==> config.mk <==
export PLATFORM = sky130hd
export DESIGN_NAME = lease_table_loader
export DESIGN_NICKNAME = d
export VERILOG_FILES = /design/src/rtl/lease_table_loader_pkg.sv /design/src/rtl/lease_table_loader.sv
export SDC_FILE = /design/constraint.sdc
export NUM_CORES = 1
export LEC_CHECK = 0
export CORE_UTILIZATION = 43
export DETAILED_ROUTE_END_ITERATION = 10
export GPL_TIMING_DRIVEN = 0
export PLACE_DENSITY_LB_ADDON = 0.08
export SYNTH_ARGS = -nofsm -noshare
export SYNTH_HDL_FRONTEND = slang
export SYNTH_SLANG_ARGS = --single-unit
export TNS_END_PERCENT = 100
==> constraint.sdc <==
create_clock -name clock_i -period 2.1 [get_ports clock_i]
set_input_delay 0.315 -clock clock_i [delete_from_list [all_inputs] [get_ports clock_i]]
set_output_delay 0.315 -clock clock_i [all_outputs]
set_load 0.02 [all_outputs]
==> src/rtl/lease_table_loader_pkg.sv <==
// Shared definitions for the lease table loader.
//   - Loader FSM state encoding
//   - Probability field width
//   - CLOG2 helper macro
//   - Array-select values for the table address MSB
`ifndef LEASE_TABLE_LOADER_CLOG2
`define LEASE_TABLE_LOADER_CLOG2
`define CLOG2(x) $clog2(x)
`endif

package lease_table_loader_pkg;

  localparam int PROB_W = 9;

  // The table address MSB picks the array.
  // Array 0 holds ref addr/lease0; array 1 holds lease1/prob.
  localparam logic ARR_SEL_LEASE0 = 1'b0;
  localparam logic ARR_SEL_LEASE1 = 1'b1;

  typedef enum logic [1:0] {
    ST_IDLE  = 2'd0,
    ST_WR_T1 = 2'd1,
    ST_WR_T0 = 2'd2,
    ST_CLEAR = 2'd3
  } ltl_state_e;

endpackage

==> src/rtl/lease_table_loader.sv <==
// Lease table loader: converts one lease record per valid/ready handshake into
// the table's two-array write sequence. It also owns the table write pointer,
// the fill count and sticky overflow status, and sweeps the table on clear.
//
// Ports:
//   clock_i, reset_i       clock, synchronous active-high reset
//   rec_*                  record input handshake and fields
//   clear_i                pulse: invalidate the whole table, reset pointer
//   busy_o                 FSM not idle
//   count_o, full_o        entries written since clear/reset, count == N_ENTRIES
//   overflow_o             sticky: a record arrived while full and was dropped
//   tbl_*                  table write/invalidate port
//
// state    | meaning
// ---------+--------------------------------------------------------------
// ST_IDLE  | waiting for a record or clear; drives {0,ptr} on tbl_addr_o
// ST_WR_T1 | writes lease1/prob into array 1 at ptr
// ST_WR_T0 | writes ref addr/lease0 into array 0 at ptr (marks entry valid)
// ST_CLEAR | invalidates array-0 entries 0..N_ENTRIES-1, one per cycle
module lease_table_loader
  import lease_table_loader_pkg::*;
#(
  parameter int unsigned N_ENTRIES         = 128,
  parameter int unsigned BW_LEASE_REGISTER = 32,
  parameter int unsigned BW_REF_ADDR       = 32,
  localparam int unsigned BW_ENTRIES       = `CLOG2(N_ENTRIES)
) (
  input  logic                         clock_i,
  input  logic                         reset_i,
  input  logic                         rec_valid_i,
  output logic                         rec_ready_o,
  input  logic [BW_REF_ADDR-1:0]       rec_ref_addr_i,
  input  logic [BW_LEASE_REGISTER-1:0] rec_lease0_i,
  input  logic [BW_LEASE_REGISTER-1:0] rec_lease1_i,
  input  logic [PROB_W-1:0]            rec_prob_i,
  input  logic                         clear_i,
  output logic                         busy_o,
  output logic [BW_ENTRIES:0]          count_o,
  output logic                         full_o,
  output logic                         overflow_o,
  output logic [BW_ENTRIES:0]          tbl_addr_o,
  output logic                         tbl_wren_ref_addr_o,
  output logic                         tbl_wren_lease_o,
  output logic                         tbl_rmen_o,
  output logic [BW_REF_ADDR-1:0]       tbl_ref_addr_o,
  output logic [BW_LEASE_REGISTER-1:0] tbl_lease_o
);

  localparam int unsigned BW_CNT = BW_ENTRIES + 1;
  localparam logic [BW_CNT-1:0] COUNT_FULL = BW_CNT'(N_ENTRIES);

  ltl_state_e                   state_q, state_d;
  logic [BW_ENTRIES-1:0]        ptr_q, ptr_d;
  logic [BW_CNT-1:0]            count_q, count_d;
  logic                         overflow_q, overflow_d;
  logic                         clear_pending_q, clear_pending_d;
  logic [BW_ENTRIES-1:0]        clr_cnt_q, clr_cnt_d;
  logic [BW_REF_ADDR-1:0]       ref_addr_q, ref_addr_d;
  logic [BW_LEASE_REGISTER-1:0] lease0_q, lease0_d;
  logic [BW_LEASE_REGISTER-1:0] lease1_q, lease1_d;
  logic [PROB_W-1:0]            prob_q, prob_d;
  logic                         full;
  logic                         rec_ready;

  assign full = (count_q == COUNT_FULL);

  always_comb begin
    state_d             = state_q;
    ptr_d               = ptr_q;
    count_d             = count_q;
    overflow_d          = overflow_q;
    clear_pending_d     = clear_pending_q;
    clr_cnt_d           = clr_cnt_q;
    ref_addr_d          = ref_addr_q;
    lease0_d            = lease0_q;
    lease1_d            = lease1_q;
    prob_d              = prob_q;
    rec_ready           = 1'b0;
    tbl_addr_o          = {ARR_SEL_LEASE0, ptr_q};
    tbl_wren_ref_addr_o = 1'b0;
    tbl_wren_lease_o    = 1'b0;
    tbl_rmen_o          = 1'b0;
    tbl_ref_addr_o      = '0;
    tbl_lease_o         = '0;

    case (state_q)
      ST_IDLE: begin
        // Gated by reset so nothing looks accepted while reset is held.
        rec_ready = !clear_i && !clear_pending_q && !reset_i;
        if (clear_i || clear_pending_q) begin
          state_d   = ST_CLEAR;
          clr_cnt_d = '1;
        end else if (rec_valid_i && rec_ready) begin
          ref_addr_d = rec_ref_addr_i;
          lease0_d   = rec_lease0_i;
          lease1_d   = rec_lease1_i;
          prob_d     = rec_prob_i;
          // When full the record is swallowed so upstream never stalls.
          if (full) overflow_d = 1'b1;
          else      state_d    = ST_WR_T1;
        end
      end

      ST_WR_T1: begin
        tbl_addr_o          = {ARR_SEL_LEASE1, ptr_q};
        tbl_wren_ref_addr_o = 1'b1;
        tbl_wren_lease_o    = 1'b1;
        tbl_ref_addr_o      = BW_REF_ADDR'(lease1_q);
        tbl_lease_o         = BW_LEASE_REGISTER'(prob_q);
        if (clear_i) clear_pending_d = 1'b1;
        state_d = ST_WR_T0;
      end

      ST_WR_T0: begin
        tbl_addr_o          = {ARR_SEL_LEASE0, ptr_q};
        tbl_wren_ref_addr_o = 1'b1;
        tbl_wren_lease_o    = 1'b1;
        tbl_ref_addr_o      = ref_addr_q;
        tbl_lease_o         = lease0_q;
        ptr_d               = ptr_q + 1'b1;
        count_d             = count_q + 1'b1;
        if (clear_i || clear_pending_q) begin
          clear_pending_d = 1'b1;
          clr_cnt_d       = '1;
          state_d         = ST_CLEAR;
        end else begin
          state_d = ST_IDLE;
        end
      end

      ST_CLEAR: begin
        // Remaining-count down-counter; N is a power of two, so the
        // ascending index is just its bitwise inverse.
        tbl_addr_o = {ARR_SEL_LEASE0, ~clr_cnt_q};
        tbl_rmen_o = 1'b1;
        if (clr_cnt_q == '0) begin
          ptr_d           = '0;
          count_d         = '0;
          overflow_d      = 1'b0;
          clear_pending_d = 1'b0;
          state_d         = ST_IDLE;
        end else begin
          clr_cnt_d = clr_cnt_q - 1'b1;
        end
      end

      default: state_d = ST_IDLE;
    endcase
  end

  always_ff @(posedge clock_i) begin
    if (reset_i) begin
      state_q         <= ST_IDLE;
      ptr_q           <= '0;
      count_q         <= '0;
      overflow_q      <= 1'b0;
      clear_pending_q <= 1'b0;
      clr_cnt_q       <= '0;
      ref_addr_q      <= '0;
      lease0_q        <= '0;
      lease1_q        <= '0;
      prob_q          <= '0;
    end else begin
      state_q         <= state_d;
      ptr_q           <= ptr_d;
      count_q         <= count_d;
      overflow_q      <= overflow_d;
      clear_pending_q <= clear_pending_d;
      clr_cnt_q       <= clr_cnt_d;
      ref_addr_q      <= ref_addr_d;
      lease0_q        <= lease0_d;
      lease1_q        <= lease1_d;
      prob_q          <= prob_d;
    end
  end

  assign rec_ready_o = rec_ready;
  assign busy_o      = (state_q != ST_IDLE);
  assign count_o     = count_q;
  assign full_o      = full;
  assign overflow_o  = overflow_q;

endmodule

* After elaboration in Yosys (flattened, before gate mapping)
Cells that the tools add are included.
Cells by class: $add $sub $neg 3, eq/ne operators 14, mux-type cells 27, bitwise gates (word level) 2, reduce and logical (&&, ||, !) cells 22
Operator list (count):
- $pmux W32 S2 | 2
- $pmux W8 S2 | 2
- $pmux W7 S2 | 2
- $mux W7 | 3
- $ne A2 B2 Y1 const B | 7
- $mux W2 | 5
- $mux W1 | 9
- $reduce_and A3 Y1 | 3
- $add A8 B1 Y8 const B | 1
- $eq A8 B8 Y1 const B | 1
- $mux W8 | 1
- $pmux W2 S4 | 1
- $reduce_bool A2 Y1 | 4
- $add A7 B1 Y7 const B | 1
- $logic_not A7 Y1 | 1
- $not A7 Y7 | 1
- $sub A7 B1 Y7 const B | 1
- $ne A3 B3 Y1 const B | 2
- $reduce_and A5 Y1 | 1
- $eq A2 B2 Y1 const B | 2
- $reduce_and A4 Y1 | 1
- $reduce_or A2 Y1 | 2
- $logic_and A1 B1 Y1 | 3
- $logic_not A1 Y1 | 3
- 9 further kinds | 9
Word-level totals: register bits 131, input port bits 109, logic and storage cells 78

* Logic depth before layout (Yosys ltp)
depth in word-level cells 7, gate-level depth with buffers 9

* Worst setup path before layout
OpenSTA, ideal clock, no wires.
path type flip-flop to output port, start reg state_q[0], end out tbl_lease_o[0], arrival time 1.702 ns, setup slack 0.083 ns, stages on the path, launching flop included 7, path through dfxtp_1 -> inv_1 -> ha_1 -> clkbuf_1 -> buf_1 -> a22oi_1 -> nor2b_1
On the way: longest elaborated chain between the ends 2, elaborated cells between the ends (all ways) 3
Ends and longest elaborated chain:
- start, declared | RTL line lease_table_loader.sv:52 | ltl_state_e state_q, state_d;
- start signal, assigned | RTL line lease_table_loader.sv:164 | state_q <= state_d;
- $eq A2 B2 Y1 / $eq A2 B1 Y1 (equally long branches) | RTL line lease_table_loader.sv:86 | case (state_q)
- $pmux W32 S2 (*) | RTL line lease_table_loader.sv:86
- end, declared | RTL line lease_table_loader.sv:46 | output logic [BW_LEASE_REGISTER-1:0] tbl_lease_o
Every way passes the cells marked *; elsewhere a longest branch is shown, timed or not.

* Worst setup path in the final report
start reg state_q[0], end out tbl_ref_addr_o[16]
On the way: longest elaborated chain between the ends 2, elaborated cells between the ends (all ways) 3
Ends and longest elaborated chain:
- $eq A2 B2 Y1 / $eq A2 B1 Y1 (equally long branches) | RTL line lease_table_loader.sv:86
- $pmux W32 S2 (*) | RTL line lease_table_loader.sv:86
- end, declared | RTL line lease_table_loader.sv:45 | output logic [BW_REF_ADDR-1:0] tbl_ref_addr_o,
Marks and branches as above.

==> flow_metrics.tcl <==
set metrics [dict create \
    hold_path_depth 2 \
    gp_congestion 0.882 \
    synth_flop_cell "dfxtp_1" \
    io_buffers 194 \
    p_leak_nw 3.48 \
    ys_top_cells_by_count "nand2_1 (226), dfxtp_1 (131), o21ai_1 (70)" \
    tightest_slew_ns 0.603 \
    cts_buffer_depth 2 \
    syn_nets 893 \
    finalCritPeriodShare_pct 101 \
    multi_input_area_um2 3230 \
    synth_area_leaders "dfxtp_1 (44%), nand2_1 (14%), o21ai_1 (5.9%)" \
    r2r_slack_ns 0.09 \
    startpoint_type "flip-flop" \
    final_nets 1115 \
    report.final.slew_viol_count 0 \
    power_per_cell_area_nw_per_um2 1130 \
    layout_min_cycle_time_ns 2.13 \
    rr_worst_depth 6 \
    postSynthCellCount 775 \
    fin_cells 1186 \
    die_h_um 120 \
    timing.rr.end "overflow_o$_SDFFE_PP0P_" \
    fmax_mhz 470 \
    end_kind "output pin" \
    min_path_type "in2reg" \
    path_clk_slew_ns 0.06 \
    drive_above_1_share_pct 21.6 \
    clock_skew_ns 0.00444 \
    synth_edf_count 0 \
    antennaDiodeCount 0 \
    dp.cells 1145 \
    outcome "complete, but fails checks" \
    min_to "count_o[5]$_SDFFE_PP0P_" \
    start_util_pct 44.6 \
    antenna_found_initial 0 \
    nFillCells 1181 \
    synth_largest_area_cell "dfxtp_1" \
    grt_first_pass_wirelength_um 30200 \
    rows 42 \
    die_x_um 120 \
    drcViolationCount 0 \
    areaGrowthSynthToFinish_pct 52.7 \
    grt_use_total_pct 27.1 \
    synthDistinctLibCells 49 \
    post-place-ws_ns -1.05 \
    cts.sinks 131 \
    rr_startpoint "count_o[0]$_SDFFE_PP0P_" \
    synth_area_um2 5980 \
    vias 6218 \
    crit_arrival_ns 1.81 \
    cts_buffers 17 \
    synth_top_cell_area_share_pct 43.8 \
    grt_overflow_total 0 \
    drtAntennaViolNets 0 \
    cap_violations 0 \
    setup_ws_ns -0.0290 \
    hp-start "reset_i" \
    placed_cell_area_um2 8140 \
    io_pins 196 \
    ys_ff_latch 131 \
    clock_latency_ns 0.41 \
    yosys_warnings 0 \
    die_area_um2 14400 \
    failed_checks "setup timing" \
    timing_worst_setup_path_type "reg2out" \
    cp_data_required_time_ns 1.78 \
    cts-root-buf "clkbuf_16" \
    critical_path_peak_fanout 7 \
    final_area_um2 9130 \
    grt_pass1_vias 5919 \
    slew_headroom_pct 59.8 \
    grt_max_degree 17 \
    regArea_um2 2630 \
    synth_most_common_cell "nand2_1" \
    wl_per_cell_um 16.6 \
    rsz0062_at_grt "true" \
    viasPerCell 5.24 \
    syn_avg_cell_area_um2 7.72 \
    drtIter0Drc 485 \
    core-area_um2 13400 \
    cts_tree "done" \
    drt-total-wl_um 19700 \
    place_hpwl_um 13200 \
    ys_seq_area_share_pct 43.8 \
    setup_viol 11 \
    ys_async_sr_fraction_pct 0 \
    dr.pass1.iters 5 \
    hold_viol 0 \
    htree_levels 4 \
    ir_drop_v 0.000824 \
    whs_ns 0.401 \
]
-- sequential cells by signal (all words and copies together), names as in the netlist --
register,flops
clear_pending_q,1
clr_cnt_q,7
count_o,8
lease0_q,32
lease1_q,32
overflow_o,1
prob_q,9
ptr_q,7
ref_addr_q,32
state_q,2
-- per-layer routing --
| metal | vias to the layer above | GRT usage [%] | share of wire [%] |
|---|---|---|---|
| met3 | 26 | 6.84 | 8.1 |
| met5 | - | 0 | 0 |
| met2 | 251 | 43.1 | 47 |
| met1 | 2877 | 35.7 | 43 |
| met4 | 0 | 8.67 | 2.0 |
| li1 | 3064 | - | - |
-- critical path, cell delays in order, from the launching register on --
cell and delay, ns:
dfxtp_4 0.38, inv_6 0.09, ha_4 0.18, clkbuf_16 0.18, buf_12 0.12, a22oi_1 0.08
nor2b_1 0.20, buf_4 0.18
-- where the power goes --
part	switching, mW	internal [mW]	leakage (nW)
combinational	2.13	1.86	2.10
clock	1.07	2.11	0.309
sequential	0.282	2.83	1.07
total	3.49	6.80	3.48
-- stage by stage --
| stage | TNS (ns) | total power, mW | utilization [%] |
|---|---|---|---|
| 5_1_grt | -1.71 | 10.7 | 68.1 |
| 4_1_cts | -0.175 | 9.89 | 67.0 |
| 3_3_place_gp | -53.45 | 6.13 | 60.8 |
| 3_5_place_dp | -56.13 | 6.17 | 60.8 |
| 6_report | -0.139 | 10.3 | 68.1 |
| 2_1_floorplan | 0 | 4.90 | - |
-- final cells by class --
type / count / share of cell area, %
inverters: 13 / 0.671
plain buffers: 57 / 5.86
flip-flops and latches: 131 / 28.8
repair buffers: 204 / 19.9
clock buffers: 23 / 5.34
multi-input cells: 573 / 35.4
well taps: 176 / 2.41
clock inverters: 9 / 1.64
-- cells by family after synthesis --
group / synth area share [%]
simple gates: 27.2
flops: 43.8
fa+ha+maj: 1.88
buf+inv: 6.23
mux: 0.167
compound gates: 20.6
-- repair_timing --
item                                   CTS  global route
hold buffers                             0             0
pin swaps                                2            11
endpoints found under the hold margin    0             0
buffers inserted                         4             2
cloned                                   0             4
setup endpoints to repair              193           100
resized for setup                      393            88
-- worst max path at each step --
stage                                 start                 end  slack [ns]  cells after the start
floorplan           state_q[0]$_SDFFE_PP0P_      tbl_lease_o[0]        0.08                      6
global placement    state_q[0]$_SDFFE_PP0P_   tbl_ref_addr_o[0]       -1.01                      7
detailed placement  state_q[0]$_SDFFE_PP0P_   tbl_ref_addr_o[0]       -1.05                      7
CTS                 state_q[0]$_SDFFE_PP0P_  tbl_ref_addr_o[16]       -0.03                      7
global route        state_q[0]$_SDFFE_PP0P_  tbl_ref_addr_o[27]        -0.1                      7
finish              state_q[0]$_SDFFE_PP0P_  tbl_ref_addr_o[16]       -0.03                      7
-- cells in the final DEF (no fill, tap or decap), types with 6 or more instances in the layout --
| master | n |
|---|---|
| clkbuf_8 | 8 |
| clkbuf_2 | 10 |
| a21oi_1 | 19 |
| clkbuf_1 | 18 |
| clkbuf_16 | 23 |
| o21ai_0 | 49 |
| buf_4 | 46 |
| nor2b_2 | 6 |
| clkdlybuf4s50_1 | 118 |
| nand2_1 | 225 |
| buf_2 | 33 |
| nand2b_1 | 6 |
| and2_1 | 23 |
| nor2b_1 | 37 |
| o21ai_1 | 70 |
| buf_6 | 19 |
| inv_1 | 9 |
| nor3_1 | 7 |
| nor2_1 | 15 |
| dfxtp_1 | 127 |
| nand3_1 | 6 |
| a22oi_2 | 28 |
| a22oi_1 | 15 |
Note: power is estimated with default switching activity, not from simulation.
